--- src/rtl/dm_store_buffer.sv ---
// Word-granular FIFO store buffer between the MEM-stage store path and the data memory write port.
// Optional in-place coalescing of back-to-back stores to the same word: DM_STORE_BUFFER_COALESCE_EN.
module dm_store_buffer #(
  parameter int unsigned Depth = 4,
  parameter int unsigned AddrW = 32,
  parameter int unsigned DataW = 32
) (
  input  logic             clk_i,
  input  logic             reset_i,
  input  logic             st_valid_i,
  input  logic [AddrW-1:0] st_addr_i,
  input  logic [DataW-1:0] st_data_i,
  output logic             st_ready_o,
  input  logic [AddrW-1:0] ld_addr_i,
  output logic             ld_hit_o,
  output logic [DataW-1:0] ld_fwd_data_o,
  output logic             dm_write_o,
  output logic [AddrW-1:0] dm_addr_o,
  output logic [DataW-1:0] dm_wdata_o,
  input  logic             dm_ready_i,
  output logic             empty_o
);

  localparam int unsigned PtrW = $clog2(Depth);
  localparam int unsigned CntW = $clog2(Depth + 1);
  localparam int unsigned WordW = AddrW - 2;

  logic [WordW-1:0] addr_q [Depth];
  logic [WordW-1:0] addr_d [Depth];
  logic [DataW-1:0] data_q [Depth];
  logic [DataW-1:0] data_d [Depth];
  logic [Depth-1:0] valid_q, valid_d;
  logic [PtrW-1:0]  head_q, head_d, tail_q, tail_d;
  logic [CntW-1:0]  count_q, count_d;

  logic             full, pop, push_alloc, coalesce;
  logic [WordW-1:0] st_word, ld_word;

  assign st_word    = st_addr_i[AddrW-1:2];
  assign ld_word    = ld_addr_i[AddrW-1:2];
  assign full       = (count_q == CntW'(Depth));
  assign empty_o    = (count_q == '0);
  assign st_ready_o = !full;
  assign pop        = !empty_o && dm_ready_i;

`ifdef DM_STORE_BUFFER_COALESCE_EN
  logic [PtrW-1:0] youngest;
  assign youngest = tail_q - PtrW'(1);
  // Merging into the head while it drains would lose the new data, so allocate instead.
  assign coalesce = st_valid_i && !empty_o && valid_q[youngest] &&
                    (addr_q[youngest] == st_word) && !(pop && (youngest == head_q));
`else
  assign coalesce = 1'b0;
`endif

  assign push_alloc = st_valid_i && !full && !coalesce;

  assign dm_write_o = !empty_o;
  assign dm_addr_o  = {addr_q[head_q], 2'b00};
  assign dm_wdata_o = data_q[head_q];

  // Walk oldest to youngest so the last match wins.
  always_comb begin
    logic [PtrW-1:0] idx;
    ld_hit_o      = 1'b0;
    ld_fwd_data_o = '0;
    for (int i = 0; i < int'(Depth); i++) begin
      idx = head_q + PtrW'(i);
      if (valid_q[idx] && (addr_q[idx] == ld_word)) begin
        ld_hit_o      = 1'b1;
        ld_fwd_data_o = data_q[idx];
      end
    end
  end

  always_comb begin
    addr_d  = addr_q;
    data_d  = data_q;
    valid_d = valid_q;
    head_d  = head_q;
    tail_d  = tail_q;
    count_d = count_q + CntW'(push_alloc) - CntW'(pop);
    if (pop) begin
      valid_d[head_q] = 1'b0;
      head_d          = head_q + PtrW'(1);
    end
    if (push_alloc) begin
      addr_d[tail_q]  = st_word;
      data_d[tail_q]  = st_data_i;
      valid_d[tail_q] = 1'b1;
      tail_d          = tail_q + PtrW'(1);
    end
    if (coalesce) begin
      data_d[tail_q - PtrW'(1)] = st_data_i;
    end
  end

  always_ff @(posedge clk_i or posedge reset_i) begin
    if (reset_i) begin
      valid_q <= '0;
      head_q  <= '0;
      tail_q  <= '0;
      count_q <= '0;
    end else begin
      valid_q <= valid_d;
      head_q  <= head_d;
      tail_q  <= tail_d;
      count_q <= count_d;
    end
  end

  // Payload is qualified by valid_q, so it needs no reset.
  always_ff @(posedge clk_i) begin
    addr_q <= addr_d;
    data_q <= data_d;
  end

endmodule

--- config.mk ---
export PLATFORM = sky130hd
export DESIGN_NAME = dm_store_buffer
export DESIGN_NICKNAME = d
export VERILOG_FILES = /design/src/rtl/dm_store_buffer.sv
export SDC_FILE = /design/constraint.sdc
export NUM_CORES = 1
export LEC_CHECK = 0
export ABC_CLOCK_PERIOD_IN_PS = 4500
export CORE_MARGIN = 2
export CORE_UTILIZATION = 30
export DETAILED_ROUTE_END_ITERATION = 12
export PLACE_DENSITY = 0.49
export SYNTH_ARGS = -nofsm -noshare
export SYNTH_HDL_FRONTEND = slang
export SYNTH_SLANG_ARGS = --single-unit
--- constraint.sdc ---
create_clock -name clk_i -period 4.5 [get_ports clk_i]
set_input_delay 0.675 -clock clk_i [delete_from_list [all_inputs] [get_ports clk_i]]
set_output_delay 0.675 -clock clk_i [all_outputs]
set_load 0.05 [all_outputs]
==> results.yml, run 1 <==
drt:
  drtIter0Drc: 951
  drc: 0
  wirelength_um: 59470
  firstDrtPassIters: 8
  ant_nets: 0
  post_drt_wl_per_cell_um: 26.00
  vias: 12660
  viasPerCell: 5.536
die:
  rows: 88
  dieArea_um2: 60790
  pin_count: 200
  die_width_um: 246.6
  die_h_um: 246.6
  start_util_pct: 30.47
  core_um2: 57920
grt:
  grt_pass1_vias: 12980
  antenna_found_initial: 5
  grt_max_degree: 101
  grt_use_total_pct: 19.08
  grt_pass1_wl_um: 86040
  gr-total-overflow: 0
critical_path:
  path_cells: "buf_4 -> buf_12 -> mux2_1 -> mux2_2 -> a22o_4 -> or4_4 -> a2111oi_4 -> buf_6 -> buf_12 -> nand4_1 -> or2_1 -> a32oi_4 -> buf_12"
  cpMaxStageDelayCell: "or4_4"
  cp_max_fo: 25
  rrSetupSlack_ns: 1.95
  end_kind: "primary output"
  crit_type: "flop to primary output"
  r2r-end: "count_q[2]$_DFF_PP0_"
  required_ns: 3.83
  r2r_start: "count_q[1]$_DFF_PP0_"
  cp_common_cell: "buf_12"
  slowest_delay_ns: 0.58
  cp.arrival_ns: 4.33
  worstSetupStartpointType: "flop"
  reg2reg_depth: 9
sta:
  finalHoldViolCount: 0
  setup_viol: 33
  fmax_mhz: 199.9
  finClkSkew_ns: 0.006978
  tightest_slew_ns: 0.9477
  rsz0062_at_grt: "yes"
  min_period_over_period_pct: 111.2
  holdWs_ns: 0.4279
  relSlewSlack_pct: 36.82
  slew_violations: 0
  period_minus_slack_ns: 5.002
  postLayoutSetupSlackWorst_ns: -0.5021
clocking:
  insertion_delay_ns: 0.60
  cts.clk_slew.worst_paths_ns: 0.06
  ctsHtreeMaxLevel: 1
  numCtsBuffers: 31
  ctsRootBufferMaster: "clkbuf_16"
  cts_tree: "yes"
  cts_buffer_depth: 3
  cts_sinks: 259
synth:
  synth_cell_type_count: 59
  seq_area_frac_synth_pct: 43.75
  yosysWarnings: 0
  synth_top_flop_cell: "edfxtp_1"
  avgSynthCellArea_um2: 14.62
  synth_edf_count: 248
  synthCells: 1207
  syn_area_um2: 17650
  ys_ff_latch: 259
  async_flop_share_pct: 4.247
final_layout:
  stdcell_count: 2287
  area_growth_syn_to_layout_pct: 37.20
  drive_gt1_share_pct: 37.33
  fin_nets: 1606
placed_design:
  port_buffers: 193
  placed_cells: 2186
  dpl.hpwl_um: 39980
  gp_congestion: 0.8826
power_and_ir_drop:
  vdd_drop_max_v: 0.0005054
  power_frac_seq_pct: 20.7
  p_int_mw: 10.06
  power_density_nw_per_um2: 722.2
  power.switching_mw: 7.432
  p_comb_share_pct: 64.3
  totalPowerFinal_mw: 17.49
  power.clock.fraction_pct: 15.0
  switching_share_pct: 42.50
  cellLeakagePower_nw: 8.060
min_path:
  hp-class: "input port to asynchronous set/reset pin"
outcome:
  violations: "setup timing"
  outcome: "complete, but fails checks"
run:
  cap_violations: 0
[timing repair]
item                                    CTS  global route
endpoints found under the setup margin   33            56
hold buffers                              0             0
setup buffers                            24            10
gates resized for setup                  62            31
cloned                                    5             5
pin swaps                                18            13
[placed cells by master, fill, tap and decap left out, drive strengths merged, types with 3 or more instances in the layout]
cell	Yosys	final
o211ai	11	11
a21o	4	4
o2111ai	4	4
and3	4	4
nor4	8	8
and2	5	5
a32oi	33	33
nor2	15	15
a22oi	6	6
o21ai	46	46
a2111oi	5	5
o22ai	7	7
a31oi	3	3
or2	32	32
diode	0	3
a2bb2oi	3	3
mux4	211	211
clkbuf	41	45
a221oi	4	4
mux2i	100	100
mux2	7	7
a21oi	17	17
nand2b	35	35
dfrtp	11	11
o221ai	3	3
inv	24	25
xor2	23	23
xnor2	81	81
buf	76	206
nand4	49	49
nor3	5	5
ha	10	10
bufinv	0	4
nand2	55	55
clkinv	0	10
clkdlybuf4s50	0	160
edfxtp	248	248
[kinds of logic after synthesis]
| family | count (synthesis) | share of synthesized area, % |
|---|---|---|
| multiplexers | 318 | 33.04 |
| flip-flops | 259 | 43.75 |
| AND/OR/NAND/NOR | 212 | 6.586 |
| AO/OA/AOI/OAI | 161 | 6.487 |
| buffers and inverters | 141 | 4.126 |
| XOR/XNOR | 104 | 5.161 |
| adder cells (fa/ha/maj) | 11 | 0.8223 |
| other | 1 | 0.02125 |
[cell type report]
cell class | count | area, um^2
tap | 765 | 957.2
sequential | 259 | 7730
multi-input combinational | 808 | 10110
antenna | 3 | 7.507
timing repair buffer | 371 | 4238
clock inverter | 17 | 201.4
fill | 5331 | 33700
inverter | 24 | 92.59
clock buffer | 40 | 879.6
[power groups by stage]
| stage | Clock, mW | Combinational [mW] | Sequential (mW) |
|---|---|---|---|
| floorplan | 0 | 7.69 | 3.53 |
| global placement | 0 | 10.5 | 3.64 |
| detailed placement | 0 | 10.5 | 3.67 |
| CTS | 2.69 | 11.1 | 3.61 |
| global route | 2.79 | 11.8 | 3.68 |
| finish | 2.63 | 11.2 | 3.61 |
[through the flow]
step	setup TNS (ns)	worst slack [ns]	util (%)	instance area [um^2]
finish	-15.34	-0.5021	41.81	24220
global route	-18.29	-0.5975	41.81	24210
CTS	-17.02	-0.5555	41.35	23950
detailed placement	-0.6278	-0.05216	38.51	22300
global placement	-0.03660	-0.01197	38.51	22300
floorplan	-4.685	-0.1528	-	18460
[registers in the layout, indices dropped and copies added (netlist names)]
register / cells
addr_q: 120
data_q: 128
valid_q: 4
head_q: 2
count_q: 3
tail_q: 2
[how the worst max path moves through the flow]
stage	endpoint	slack, ns	cells past startpoint	from
2_1_floorplan	ld_fwd_data_o[6]	-0.15	18	head_q[0]$_DFFE_PP0P_
3_3_place_gp	ld_fwd_data_o[7]	-0.01	14	head_q[0]$_DFFE_PP0P_
3_5_place_dp	ld_fwd_data_o[9]	-0.05	14	head_q[0]$_DFFE_PP0P_
4_1_cts	ld_fwd_data_o[28]	-0.56	16	head_q[0]$_DFFE_PP0P_
5_1_grt	ld_fwd_data_o[1]	-0.60	16	head_q[0]$_DFFE_PP0P_
6_report	ld_fwd_data_o[9]	-0.50	13	head_q[1]$_DFFE_PP0P_
[synthesized netlist by cell type, types with 23 or more instances]
cell / n / share of area, %
buf_2: 39 / 1.1
xnor2_1: 81 / 4.0
inv_1: 23 / 0.49
clkbuf_1: 39 / 0.83
mux4_2: 211 / 27
xor2_1: 23 / 1.1
mux2i_1: 100 / 5.7
a32oi_1: 33 / 1.6
nand2_1: 55 / 1.2
nand2b_1: 35 / 1.2
nand4_1: 49 / 1.7
o21ai_0: 46 / 1.3
or2_0: 30 / 1.1
edfxtp_1: 248 / 42
[metal layers]
layer	global-route usage (%)	share of wire (%)	wire length [um]
met4	5.829	2.7	1623
met1	26.08	44	26020
met3	2.952	5.4	3231
met5	0	0.069	41
met2	31.21	48	28550
[critical path: cells and delay by family, from the launching register on]
kind,cells,cell delay [ns]
AO/OA/AOI/OAI,3,0.76
buffers and inverters,5,0.86
flip-flops,1,0.48
multiplexers,2,0.67
AND/OR/NAND/NOR,3,0.92
Note: power is estimated with default switching activity, not from simulation.
==> run 2: changes to the inputs <==
--- a/config.mk
+++ b/config.mk
@@ -9,6 +9,7 @@
 export CORE_MARGIN = 2
 export CORE_UTILIZATION = 30
 export DETAILED_ROUTE_END_ITERATION = 12
+export GPL_ROUTABILITY_DRIVEN = 1
 export PLACE_DENSITY = 0.49
 export SYNTH_ARGS = -nofsm -noshare
 export SYNTH_HDL_FRONTEND = slang
==> results of run 2 <==
Same layout as run 1: the final DEF is identical, and so are final timing and power.
